**src/rtl/axi_pad_trunc_pkg.sv**
```systemverilog
// Shared definitions for the AXI-stream packet length normaliser:
// settings-register offsets, mode bit positions, FSM encoding and helpers.
package axi_pad_trunc_pkg;

  // Settings-register offsets relative to SR_BASE
  localparam int unsigned SR_LEN  = 0;
  localparam int unsigned SR_MODE = 1;
  localparam int unsigned SR_FILL = 2;

  // Bit positions inside the mode register write
  localparam int unsigned MODE_PAD_EN    = 0;
  localparam int unsigned MODE_TRUNC_EN  = 1;
  localparam int unsigned MODE_CLEAR_CNT = 2;  // self-clearing, never stored

  // Statistics counters are 32 bits and stick at all-ones
  localparam logic [31:0] STAT_MAX = 32'hFFFF_FFFF;

  typedef enum logic [1:0] {
    ST_PASS = 2'd0,  // zero-latency pass-through, counting output beats
    ST_PAD  = 2'd1,  // emitting fill words until the length is reached
    ST_DROP = 2'd2   // swallowing excess input beats of a truncated packet
  } state_e;

  // Stored mode bits; field order matches MODE_TRUNC_EN/MODE_PAD_EN
  typedef struct packed {
    logic trunc_en;
    logic pad_en;
  } mode_t;

  // Saturating increment for the 32-bit statistics counters
  function automatic logic [31:0] sat_inc32(input logic [31:0] v);
    return (v == STAT_MAX) ? v : v + 32'd1;
  endfunction

endpackage

```
**src/rtl/axi_pad_trunc_setting_reg.sv**
```systemverilog
// Single settings-bus register: captures set_data when set_stb hits ADDR.
// The new value is visible the cycle after the strobe.
module axi_pad_trunc_setting_reg #(
  parameter logic [7:0]        ADDR        = 8'd0,
  parameter int unsigned       WIDTH       = 32,
  parameter logic [WIDTH-1:0]  RESET_VALUE = '0
) (
  input  logic             clk,
  input  logic             rst_n,
  input  logic             set_stb,
  input  logic [7:0]       set_addr,
  input  logic [WIDTH-1:0] set_data,
  output logic [WIDTH-1:0] out
);

  logic [WIDTH-1:0] val_q;
  logic [WIDTH-1:0] val_d;

  // Load on an address match, otherwise hold
  always_comb begin
    // NOTE: assign every combinational output a default before any condition,
    // otherwise an unassigned path infers a latch.
    val_d = val_q;
    if (set_stb && (set_addr == ADDR)) begin
      val_d = set_data;
    end
  end

  // Register with asynchronous reset to the programmed default
  always_ff @(posedge clk or negedge rst_n) begin
    // NOTE: sequential state uses non-blocking assignments so every flop
    // samples pre-edge values regardless of statement order.
    if (!rst_n) begin
      val_q <= RESET_VALUE;
    end else begin
      val_q <= val_d;
    end
  end

  assign out = val_q;

endmodule

```
**src/rtl/axi_pad_trunc.sv**
```systemverilog
// AXI-stream packet length normaliser. Short packets are padded with a fill
// word up to L beats, long packets are optionally cut at L beats with the
// excess input discarded. Configuration is sampled on the first beat of each
// packet and frozen until that packet completes.
module axi_pad_trunc
  import axi_pad_trunc_pkg::*;
#(
  parameter int unsigned WIDTH        = 32,   // 8, 16, 32 or 64
  parameter int unsigned LEN_W        = 16,
  parameter int unsigned SR_BASE      = 128,
  parameter int unsigned DEFAULT_LEN  = 64,
  parameter int unsigned DEFAULT_MODE = 3
) (
  input  logic             clk,
  input  logic             reset_n,
  // settings bus
  input  logic             set_stb,
  input  logic [7:0]       set_addr,
  input  logic [31:0]      set_data,
  // input stream
  input  logic [WIDTH-1:0] i_tdata,
  input  logic             i_tlast,
  input  logic             i_tvalid,
  output logic             i_tready,
  // output stream
  output logic [WIDTH-1:0] o_tdata,
  output logic             o_tlast,
  output logic             o_tvalid,
  input  logic             o_tready,
  // statistics / status
  output logic [31:0]      pad_count,
  output logic [31:0]      trunc_count,
  output logic             busy
);

  localparam int unsigned FILL_W    = (WIDTH > 32) ? 32 : WIDTH;
  localparam logic [7:0]  ADDR_LEN  = 8'(SR_BASE + SR_LEN);
  localparam logic [7:0]  ADDR_MODE = 8'(SR_BASE + SR_MODE);
  localparam logic [7:0]  ADDR_FILL = 8'(SR_BASE + SR_FILL);

  // ---------------------------------------------------------------------------
  // Staging registers (settings bus side)
  // ---------------------------------------------------------------------------
  logic [LEN_W-1:0]  len_stage;
  logic [1:0]        mode_stage_raw;
  logic [FILL_W-1:0] fill_stage;
  logic [WIDTH-1:0]  fill_stage_word;
  mode_t             mode_stage;

  axi_pad_trunc_setting_reg #(
    .ADDR        (ADDR_LEN),
    .WIDTH       (LEN_W),
    .RESET_VALUE (LEN_W'(DEFAULT_LEN))
  ) u_sr_len (
    .clk      (clk),
    .rst_n    (reset_n),
    .set_stb  (set_stb),
    .set_addr (set_addr),
    .set_data (set_data[LEN_W-1:0]),
    .out      (len_stage)
  );

  axi_pad_trunc_setting_reg #(
    .ADDR        (ADDR_MODE),
    .WIDTH       (2),
    .RESET_VALUE (2'(DEFAULT_MODE))
  ) u_sr_mode (
    .clk      (clk),
    .rst_n    (reset_n),
    .set_stb  (set_stb),
    .set_addr (set_addr),
    .set_data (set_data[MODE_TRUNC_EN:MODE_PAD_EN]),
    .out      (mode_stage_raw)
  );

  axi_pad_trunc_setting_reg #(
    .ADDR        (ADDR_FILL),
    .WIDTH       (FILL_W),
    .RESET_VALUE ('0)
  ) u_sr_fill (
    .clk      (clk),
    .rst_n    (reset_n),
    .set_stb  (set_stb),
    .set_addr (set_addr),
    .set_data (set_data[FILL_W-1:0]),
    .out      (fill_stage)
  );

  assign mode_stage = mode_t'(mode_stage_raw);

  // A 64-bit stream repeats the 32-bit fill in both halves
  generate
    if (WIDTH == 64) begin : g_fill_wide
      assign fill_stage_word = {2{fill_stage}};
    end else begin : g_fill_narrow
      assign fill_stage_word = fill_stage;
    end
  endgenerate

  // Counter clear is a pulse decoded straight off the bus, not a stored bit
  logic clear_counts;
  assign clear_counts = set_stb && (set_addr == ADDR_MODE) && set_data[MODE_CLEAR_CNT];

  // ---------------------------------------------------------------------------
  // State, beat counter, active (frozen) configuration, statistics
  // ---------------------------------------------------------------------------
  state_e           state_q, state_d;
  logic [LEN_W-1:0] cnt_q, cnt_d;
  logic             sop_q, sop_d;
  logic [LEN_W-1:0] len_act_q, len_act_d;
  mode_t            mode_act_q, mode_act_d;
  logic [WIDTH-1:0] fill_act_q, fill_act_d;
  logic [31:0]      pad_cnt_q, pad_cnt_d;
  logic [31:0]      trunc_cnt_q, trunc_cnt_d;

  // Effective configuration: staging at a boundary, frozen copy mid-packet
  logic [LEN_W-1:0] eff_len;
  mode_t            eff_mode;
  logic [WIDTH-1:0] eff_fill;
  logic [LEN_W-1:0] len_m1;
  logic [LEN_W-1:0] cnt_inc;
  logic             at_len;
  logic             short_pkt;
  logic             at_or_past_len;
  logic             in_beat;
  logic             first_beat;
  logic             pad_done;
  logic             trunc_start;

  assign eff_len  = sop_q ? len_stage       : len_act_q;
  assign eff_mode = sop_q ? mode_stage      : mode_act_q;
  assign eff_fill = sop_q ? fill_stage_word : fill_act_q;

  // A programmed length of 0 behaves exactly like a length of 1
  assign len_m1         = (eff_len == '0) ? '0 : eff_len - LEN_W'(1);
  assign cnt_inc        = (cnt_q == '1) ? cnt_q : cnt_q + LEN_W'(1);
  assign at_len         = (cnt_q == len_m1);
  assign short_pkt      = (cnt_q <  len_m1);
  assign at_or_past_len = (cnt_q >= len_m1);

  assign in_beat    = i_tvalid && o_tready;
  assign first_beat = sop_q && (state_q == ST_PASS) && in_beat;

  // State register
  always_ff @(posedge clk or negedge reset_n) begin
    if (!reset_n) begin
      state_q <= ST_PASS;
    end else begin
      state_q <= state_d;
    end
  end

  // Next-state logic together with beat counter and packet boundary tracking
  always_comb begin
    state_d     = state_q;
    cnt_d       = cnt_q;
    sop_d       = sop_q;
    pad_done    = 1'b0;
    trunc_start = 1'b0;
    unique case (state_q)
      ST_PASS: begin
        if (in_beat) begin
          sop_d = 1'b0;
          if (i_tlast) begin
            if (short_pkt && eff_mode.pad_en) begin
              state_d = ST_PAD;
              cnt_d   = cnt_inc;
            end else begin
              // exact length, unpadded short packet, or untruncated long one
              cnt_d = '0;
              sop_d = 1'b1;
            end
          end else if (at_or_past_len && eff_mode.trunc_en) begin
            state_d     = ST_DROP;
            trunc_start = 1'b1;
          end else begin
            cnt_d = cnt_inc;
          end
        end
      end
      ST_PAD: begin
        if (o_tready) begin
          if (at_len) begin
            state_d  = ST_PASS;
            cnt_d    = '0;
            sop_d    = 1'b1;
            pad_done = 1'b1;
          end else begin
            cnt_d = cnt_inc;
          end
        end
      end
      ST_DROP: begin
        if (i_tvalid && i_tlast) begin
          state_d = ST_PASS;
          cnt_d   = '0;
          sop_d   = 1'b1;
        end
      end
      default: begin
        state_d = ST_PASS;
        cnt_d   = '0;
        sop_d   = 1'b1;
      end
    endcase
  end

  // Snapshot the staging configuration on the first accepted beat of a packet
  always_comb begin
    len_act_d  = len_act_q;
    mode_act_d = mode_act_q;
    fill_act_d = fill_act_q;
    if (first_beat) begin
      len_act_d  = len_stage;
      mode_act_d = mode_stage;
      fill_act_d = fill_stage_word;
    end
  end

  // Saturating statistics; a clear pulse beats a same-cycle increment
  always_comb begin
    pad_cnt_d   = pad_done    ? sat_inc32(pad_cnt_q)   : pad_cnt_q;
    trunc_cnt_d = trunc_start ? sat_inc32(trunc_cnt_q) : trunc_cnt_q;
    if (clear_counts) begin
      pad_cnt_d   = '0;
      trunc_cnt_d = '0;
    end
  end

  // Datapath registers
  always_ff @(posedge clk or negedge reset_n) begin
    if (!reset_n) begin
      cnt_q       <= '0;
      sop_q       <= 1'b1;
      len_act_q   <= LEN_W'(DEFAULT_LEN);
      mode_act_q  <= mode_t'(2'(DEFAULT_MODE));
      fill_act_q  <= '0;
      pad_cnt_q   <= '0;
      trunc_cnt_q <= '0;
    end else begin
      cnt_q       <= cnt_d;
      sop_q       <= sop_d;
      len_act_q   <= len_act_d;
      mode_act_q  <= mode_act_d;
      fill_act_q  <= fill_act_d;
      pad_cnt_q   <= pad_cnt_d;
      trunc_cnt_q <= trunc_cnt_d;
    end
  end

  // Stream outputs per state; everything is held at 0 while reset is asserted
  // so no handshake can complete during or straight out of an async reset.
  always_comb begin
    o_tvalid = 1'b0;
    o_tlast  = 1'b0;
    o_tdata  = '0;
    i_tready = 1'b0;
    if (reset_n) begin
      unique case (state_q)
        ST_PASS: begin
          o_tvalid = i_tvalid;
          o_tdata  = i_tdata;
          i_tready = o_tready;
          o_tlast  = i_tlast ? !(short_pkt && eff_mode.pad_en)
                             : (at_or_past_len && eff_mode.trunc_en);
        end
        ST_PAD: begin
          o_tvalid = 1'b1;
          o_tdata  = eff_fill;
          o_tlast  = at_len;
        end
        ST_DROP: begin
          i_tready = 1'b1;
        end
        default: begin
          o_tvalid = 1'b0;
        end
      endcase
    end
  end

  assign pad_count   = pad_cnt_q;
  assign trunc_count = trunc_cnt_q;
  assign busy        = !sop_q;

endmodule

```
**config.mk**
```make
export PLATFORM = sky130hd
export DESIGN_NAME = axi_pad_trunc
export DESIGN_NICKNAME = d
export VERILOG_FILES = /design/src/rtl/axi_pad_trunc_pkg.sv /design/src/rtl/axi_pad_trunc_setting_reg.sv /design/src/rtl/axi_pad_trunc.sv
export SDC_FILE = /design/constraint.sdc
export NUM_CORES = 1
export LEC_CHECK = 0
export BUFFER_PORTS_ARGS = -buffer_cell sky130_fd_sc_hd__clkbuf_2
export CORE_ASPECT_RATIO = 0.8
export CORE_MARGIN = 4
export CORE_UTILIZATION = 45
export DETAILED_ROUTE_END_ITERATION = 12
export PLACE_DENSITY = 0.67
export SYNTH_ARGS = -nofsm -noshare
export SYNTH_HDL_FRONTEND = slang
export SYNTH_SLANG_ARGS = --single-unit
```
**constraint.sdc**
```tcl
create_clock -name clk -period 11.48 [get_ports clk]
set_input_delay 0.574 -clock clk [delete_from_list [all_inputs] [get_ports clk]]
set_output_delay 0.574 -clock clk [all_outputs]
set_load 0.05 [all_outputs]
```
Yosys cells after proc, flatten, opt, wreduce, memory -nomap -nowiden. Index checks and enable logic that the tools add are counted.

Add/sub/neg operators: 4. Magnitude comparators: 2. Bitwise operators: 0. Equal/unequal tests: 18. Multipliers: 0. Shift operators: 0. Reductions and logical operators: 21. Mux-type cells: 50. Divide/modulo/power cells: 0.

Operators by type and width (count): 32-bit two-way mux (8); 16-bit two-way mux (10); 32-bit by 1-bit adder with 32-bit output, second input constant (2); 32-bit == test, second input constant (2); 32-bit case mux with 2 select lines (1); 16-bit case mux with 3 select lines (1); 8-bit == test, second input constant (3); 1-bit two-way mux (17); 16-bit by 1-bit adder with 16-bit output, second input constant (1); 16-bit == test (1); 16-bit == test, second input constant (1); 16-bit greater-or-equal comparator (1); 16-bit zero test (1); 16-bit less-than comparator (1); 2-bit two-way mux (8); 16-bit by 1-bit subtractor with 16-bit output, second input constant (1); 2-bit != test, second input constant (6); 1-bit logical AND (10); 4-bit AND reduction (2); 3-bit by 2-bit != test with 1-bit output, second input constant (2); 1-bit case mux with 2 select lines (3); 2-bit case mux with 3 select lines (1); 6-bit AND reduction (1); 2-bit AND reduction (2); 7 further kinds (9).

Output and inout port bits: 100. Input bits: 78. Word-level logic and storage cells: 107. Bits in registers: 183. Bits in latches: 0. Bits in read-only memories: 0. Memories kept: 0. Memory bits (writable): 0.

Depth between registers and ports, before layout.
Depth after elaboration: 11. Mapped depth: 22. Mapped depth without buffers: 16.

Hierarchy. A second synthesis with hierarchy kept.

Cells, all modules: 985. Area, all modules: 10387.5 um^2.

By module, submodules not included: axi_pad_trunc (seq. area each 3333.2 um^2, instances 1, cells an instance 869, area an instance 8267.9 um^2); axi_pad_trunc_setting_reg (u_sr_fill) (seq. area each 800.8 um^2, instances 1, cells an instance 71, area an instance 1341.3 um^2); axi_pad_trunc_setting_reg (u_sr_len) (seq. area each 401.6 um^2, instances 1, cells an instance 37, area an instance 674.4 um^2); axi_pad_trunc_setting_reg (u_sr_mode) (seq. area each 52.6 um^2, instances 1, cells an instance 8, area an instance 103.8 um^2).

Worst setup path after synthesis. OpenSTA, ideal clock, no wires.

Kind: reg-to-output. Start: register sop_q. End: output port o_tlast. Required time: 10.906 ns. Path slack: 6.066 ns. Cell stages (with the launch flop): 20. Data arrival time: 4.840 ns. Path buffers: 5. Cells stage by stage: dfstp_2 > clkbuf_1 > buf_2 > buf_2 > buf_1 > mux2i_1 > ha_1 > o211ai_1 > nor4_1 > nor2b_1 > nand2_1 > clkbuf_1 > nand2_1 > ha_1 > nand4_1 > nor3_1 > a22oi_2 > a211oi_1 > a21oi_1 > a21oi_1.

Cells in the longest elaborated chain, start to end: 9. Elaborated cells between the ends (all ways): 14. Those cells by class: add/sub (1); order compare (2); eq/ne (1); mux (6); reduce/logical (4).

RTL lines: start, declared (line axi_pad_trunc.sv:109) `logic sop_q, sop_d;`; start signal, assigned (line axi_pad_trunc.sv:242) `sop_q <= sop_d;`; 16-bit two-way mux (line axi_pad_trunc.sv:130) `assign eff_len = sop_q ? len_stage : len_act_q;`; 16-bit by 1-bit subtractor with 16-bit output or 16-bit zero test (tied branches) (line axi_pad_trunc.sv:135) `assign len_m1 = (eff_len == '0) ? '0 : eff_len - LEN_W'(1);`; 16-bit two-way mux (line axi_pad_trunc.sv:135); 16-bit less-than comparator (line axi_pad_trunc.sv:138) `assign short_pkt = (cnt_q < len_m1);`; 1-bit logical AND (line axi_pad_trunc.sv:264) `o_tlast = i_tlast ? !(short_pkt && eff_mode.pad_en)`; 1-bit zero test (line axi_pad_trunc.sv:264); 1-bit two-way mux (line axi_pad_trunc.sv:264); 1-bit case mux with 2 select lines * (line axi_pad_trunc.sv:259) `unique case (state_q)`; 1-bit two-way mux * (line axi_pad_trunc.sv:258) `if (reset_n) begin`; end, declared (line axi_pad_trunc.sv:27) `output logic o_tlast,`.

Every way passes the cells marked *; elsewhere a longest branch is shown, timed or not.

Worst setup path after layout.
Start: register sop_q. End: register pad_cnt_q[29], in the netlist pad_count[29].

Cells in the longest elaborated chain, start to end: 9. Elaborated cells between the ends (all ways): 10. Those cells by class: add/sub (1); eq/ne (1); mux (5); reduce/logical (3).

RTL lines: 16-bit two-way mux * (line axi_pad_trunc.sv:130); 16-bit by 1-bit subtractor with 16-bit output or 16-bit zero test (tied branches) (line axi_pad_trunc.sv:135); 16-bit two-way mux * (line axi_pad_trunc.sv:135); 16-bit == test * (line axi_pad_trunc.sv:137) `assign at_len = (cnt_q == len_m1);`; 1-bit two-way mux * (line axi_pad_trunc.sv:183) `if (at_len) begin`; 1-bit two-way mux * (line axi_pad_trunc.sv:182) `if (o_tready) begin`; 1-bit two-way mux * (line axi_pad_trunc.sv:160) `unique case (state_q)`; 2-bit nonzero test (no source line) *; 2-bit AND reduction (no source line) *; end signal, assigned (line axi_pad_trunc.sv:246) `pad_cnt_q <= pad_cnt_d;`; end, declared (line axi_pad_trunc.sv:113) `logic [31:0] pad_cnt_q, pad_cnt_d;`.

Marks and branches as above. A chain may end at the register's enable or synchronous reset.

==> results.md <==
- Status: complete, no violations
- Fin. max-slew vios: 0
- Synth area leaders: dfrtp_1, mux2_2, mux2i_1
- Routed len/inst: 16.1 um
- Global-route wire length before repair: 39200 um
- Area growth syn-to-layout: 17.4%
- Clk Latency, worst-skew pair: 0.44 ns
- Synthesized area: 9990 sq um
- Leading cell types by count after synthesis: dfrtp_1, mux2_2, nor2_1
- Dominant synthesized flop cell: dfrtp_1
- Top cell type's share of synthesized area: 44.1%
- Pwr dens: about 130 nW/um^2
- Most common cell in the synthesized netlist: dfrtp_1
- Sequential Area: around 4600 sq um
- Crit path max fanout: just over 70
- Detailed Route WL: roughly 23000 um
- Cts hold-fix bufs: 0
- Dpl cells: roughly 1400
- Cts bufs inserted: 17
- Finish-stage setup viols: 0
- EDFF count, synth: 0
- PnR Total Power: 1.53 mW
- Startpoint Class: flip-flop
- Post-Synth Adder-Cell Area: between 2 and 3%
- Syn_area_per_cell: 10.2 sq um
- Core ar.: 21700 sq um
- Class of the tightest hold or removal check: primary input to async pin
- Post-route insts no fill: approximately 1400
- Die width: between 150 and 200 um
- Fraction of synthesized area in multiplexers: 16.2%
- Xor/xnor share of the synthesized area: 3.86%
- Fmax: 0.151 GHz
- Gpl congestion: 0.831
- Leakage: 5.63 nW
- CTS max path bufs: 2
- Final period util: a little under three fifths
- DR vias: 7964
- Multi-input logic area: between 5000 and 6000 sq um
- Setup crit end kind: flip-flop
- Synthesized net count: roughly 1100
- Ys async rst share: 100%
- DRT antenna net count: 0
- Die area: 24700 sq um
- Netlist cell types: 59
- R2R Setup Slk: between 4 and 5 ns
- Post-synthesis simple-gate area fraction: 17.6%
- IO Pins: between 150 and 200
- RSZ-0062 raised after global routing: false
- Slew @ Worst Pin: about 1.1 ns
- DRT iter0 DRCs: 423
- Starting Density: between 40 and 50%
- CP arrival: 6.96 ns
- N_diodes: 0
- Setup tns final: 0 ns
- Peak VDD IR: 90.3 uV
- Gate Count Post-Synth: 979
- Clk sinks: 183
- Max Cap Violations: 0
- Largest family of logic cells by synthesized area: simple AND/OR/NAND/NOR gates
- Pin count of the biggest net entering global routing: 77
- Synth Register Bits: 183
- DRT Pass-1 Iters: 5
- Number of global-route vias before repair: between 7000 and 8000
- Post-route minimum period: about 6.6 ns
- Row cnt: 48
- R2R depth: 14
- Worst-path clk slew: 0.08 ns
- Worst r2r dst: pad_count[29]$_DFFE_PN0P_
- Slew headroom: 24.7%
- Worst Path Required: between 10 and 15 ns
- H-tree depth: 4
- Yosys synthesis warning count: 0
- Share of layout cells above drive strength 1: 30.1%
- DRC: 0
- CTS tree: built
- Initial antenna violation count: 0
- Largest area contributor in the netlist: dfrtp_1
- Port Buf Inserts: around 180
- Dpl hpwl: 16500 um
- Worst clock skew: between 0.02 and 0.025 ns
- Reg2Reg Launch Point: sop_q$_DFFE_PN1P_
- NumNets Final: approximately 1200
- Die H: between 100 and 150 um
- Fill count: just under 2000
- Via density per instance: 5.50
- Setup Fix Bufs, Post-CTS: 0
- Resized cells post-CTS: 0
- Total Routing Usage GR: 19.0%
- Grt ovf: 0
- Final hold violations: 0
- Post-synthesis sequential area ratio: 45.9%
- Critical path class: flip-flop to flip-flop
- Clock root buffer: clkbuf_16
- Area fraction in compound gates after synthesis: 11.0%
==> power breakdown <==
group | switching (mW) | internal (mW)
sequential | 0.0327 | 0.671
combinational | 0.145 | 0.0981
clock | 0.291 | 0.295
total | 0.468 | 1.06
==> state kept, by name, summed over array words and instances, names as in the netlist, 16 cells and up <==
register,flops
fill_act_q,32
pad_count,32
trunc_count,32
u_sr_fill.out,32
cnt_q,16
len_act_q,16
u_sr_len.out,16
==> worst max-delay path by stage <==
stage | startpoint | endpoint | slack (ns) | cells past startpoint
global route | sop_q$_DFFE_PN1P_ | pad_count[29]$_DFFE_PN0P_ | 4.21 | 14
global placement | sop_q$_DFFE_PN1P_ | pad_count[31]$_DFFE_PN0P_ | 5.12 | 14
detailed placement | sop_q$_DFFE_PN1P_ | pad_count[31]$_DFFE_PN0P_ | 4.98 | 16
floorplan | sop_q$_DFFE_PN1P_ | o_tlast | 6.07 | 19
finish | sop_q$_DFFE_PN1P_ | pad_count[29]$_DFFE_PN0P_ | 4.87 | 14
CTS | sop_q$_DFFE_PN1P_ | pad_count[29]$_DFFE_PN0P_ | 4.90 | 14
==> kinds of logic after synthesis <==
| group | Yosys count |
|---|---|
| buf+inv | 72 |
| fa+ha+maj | 20 |
| flops | 183 |
| compound gates | 170 |
| mux | 149 |
| simple gates | 341 |
| xor+xnor | 44 |
==> cell type report <==
| class | count | share of cell area (%) |
|---|---|---|
| sequential | 183 | 39.2 |
| multi-input combinational | 724 | 43.7 |
| clock inverter | 15 | 1.50 |
| inverter | 24 | 0.768 |
| clock buffer | 17 | 3.63 |
| timing repair buffer | 184 | 8.08 |
| tap | 300 | 3.20 |
==> worst max-delay path, cell delays in order (launching register included) <==
cell and delay, ns:
dfstp_4 1.20, mux2i_1 0.35, o21ai_0 0.29, nor4_1 0.46
nor2b_1 0.32, xnor2_1 0.17, nand2_1 0.08, ha_1 0.34
nand4_2 0.18, nor4_4 0.46, nand4_1 0.19, a31oi_2 0.93
nand4_1 0.72, or4_1 0.63, a21oi_1 0.15
==> cell usage in the layout, fill, tap and decap left out, types with 3 or more instances in the layout <==
| master | instances |
|---|---|
| clkbuf_2 | 176 |
| dfrtp_1 | 175 |
| mux2_2 | 103 |
| nor2_1 | 98 |
| nand2_1 | 64 |
| a21oi_1 | 56 |
| mux2i_1 | 46 |
| nand3_1 | 37 |
| a211oi_1 | 35 |
| o21ai_0 | 31 |
| xor2_1 | 30 |
| nand4_1 | 30 |
| or3_1 | 25 |
| inv_1 | 24 |
| and3_1 | 20 |
| ha_1 | 20 |
| or4_1 | 17 |
| clkbuf_16 | 17 |
| o31ai_1 | 15 |
| xnor2_1 | 14 |
| nor3_1 | 12 |
| buf_4 | 7 |
| and4_1 | 6 |
| dfstp_2 | 6 |
| and2_1 | 5 |
| clkinv_8 | 5 |
| o211ai_1 | 4 |
| nor4_1 | 4 |
| or2_2 | 4 |
| inv_6 | 4 |
| nor2b_1 | 3 |
| nor3b_1 | 3 |
| o21bai_1 | 3 |
| a41oi_1 | 3 |
| o22ai_1 | 3 |
==> metrics by stage <==
stage	worst slack [ns]	util (%)	hold slack (ns)	cell area [sq um]
6_report	4.87	54.1	0.0857	11700
5_1_grt	4.21	54.1	0.107	11700
4_1_cts	4.90	54.1	0.0956	11700
3_5_place_dp	4.98	51.3	0.492	11100
3_3_place_gp	5.12	51.3	0.486	11100
2_1_floorplan	6.07	-	0.278	9990
==> layer usage <==
layer / track usage, % / vias up / routed length (um)
met4: 5.41 / 0 / 327
met1: 27.4 / 3878 / 11300
li1: - / 3901 / -
met3: 3.94 / 19 / 1080
met5: 0 / - / 0
met2: 29.4 / 166 / 10600
Power figures use the tool's default switching activity.
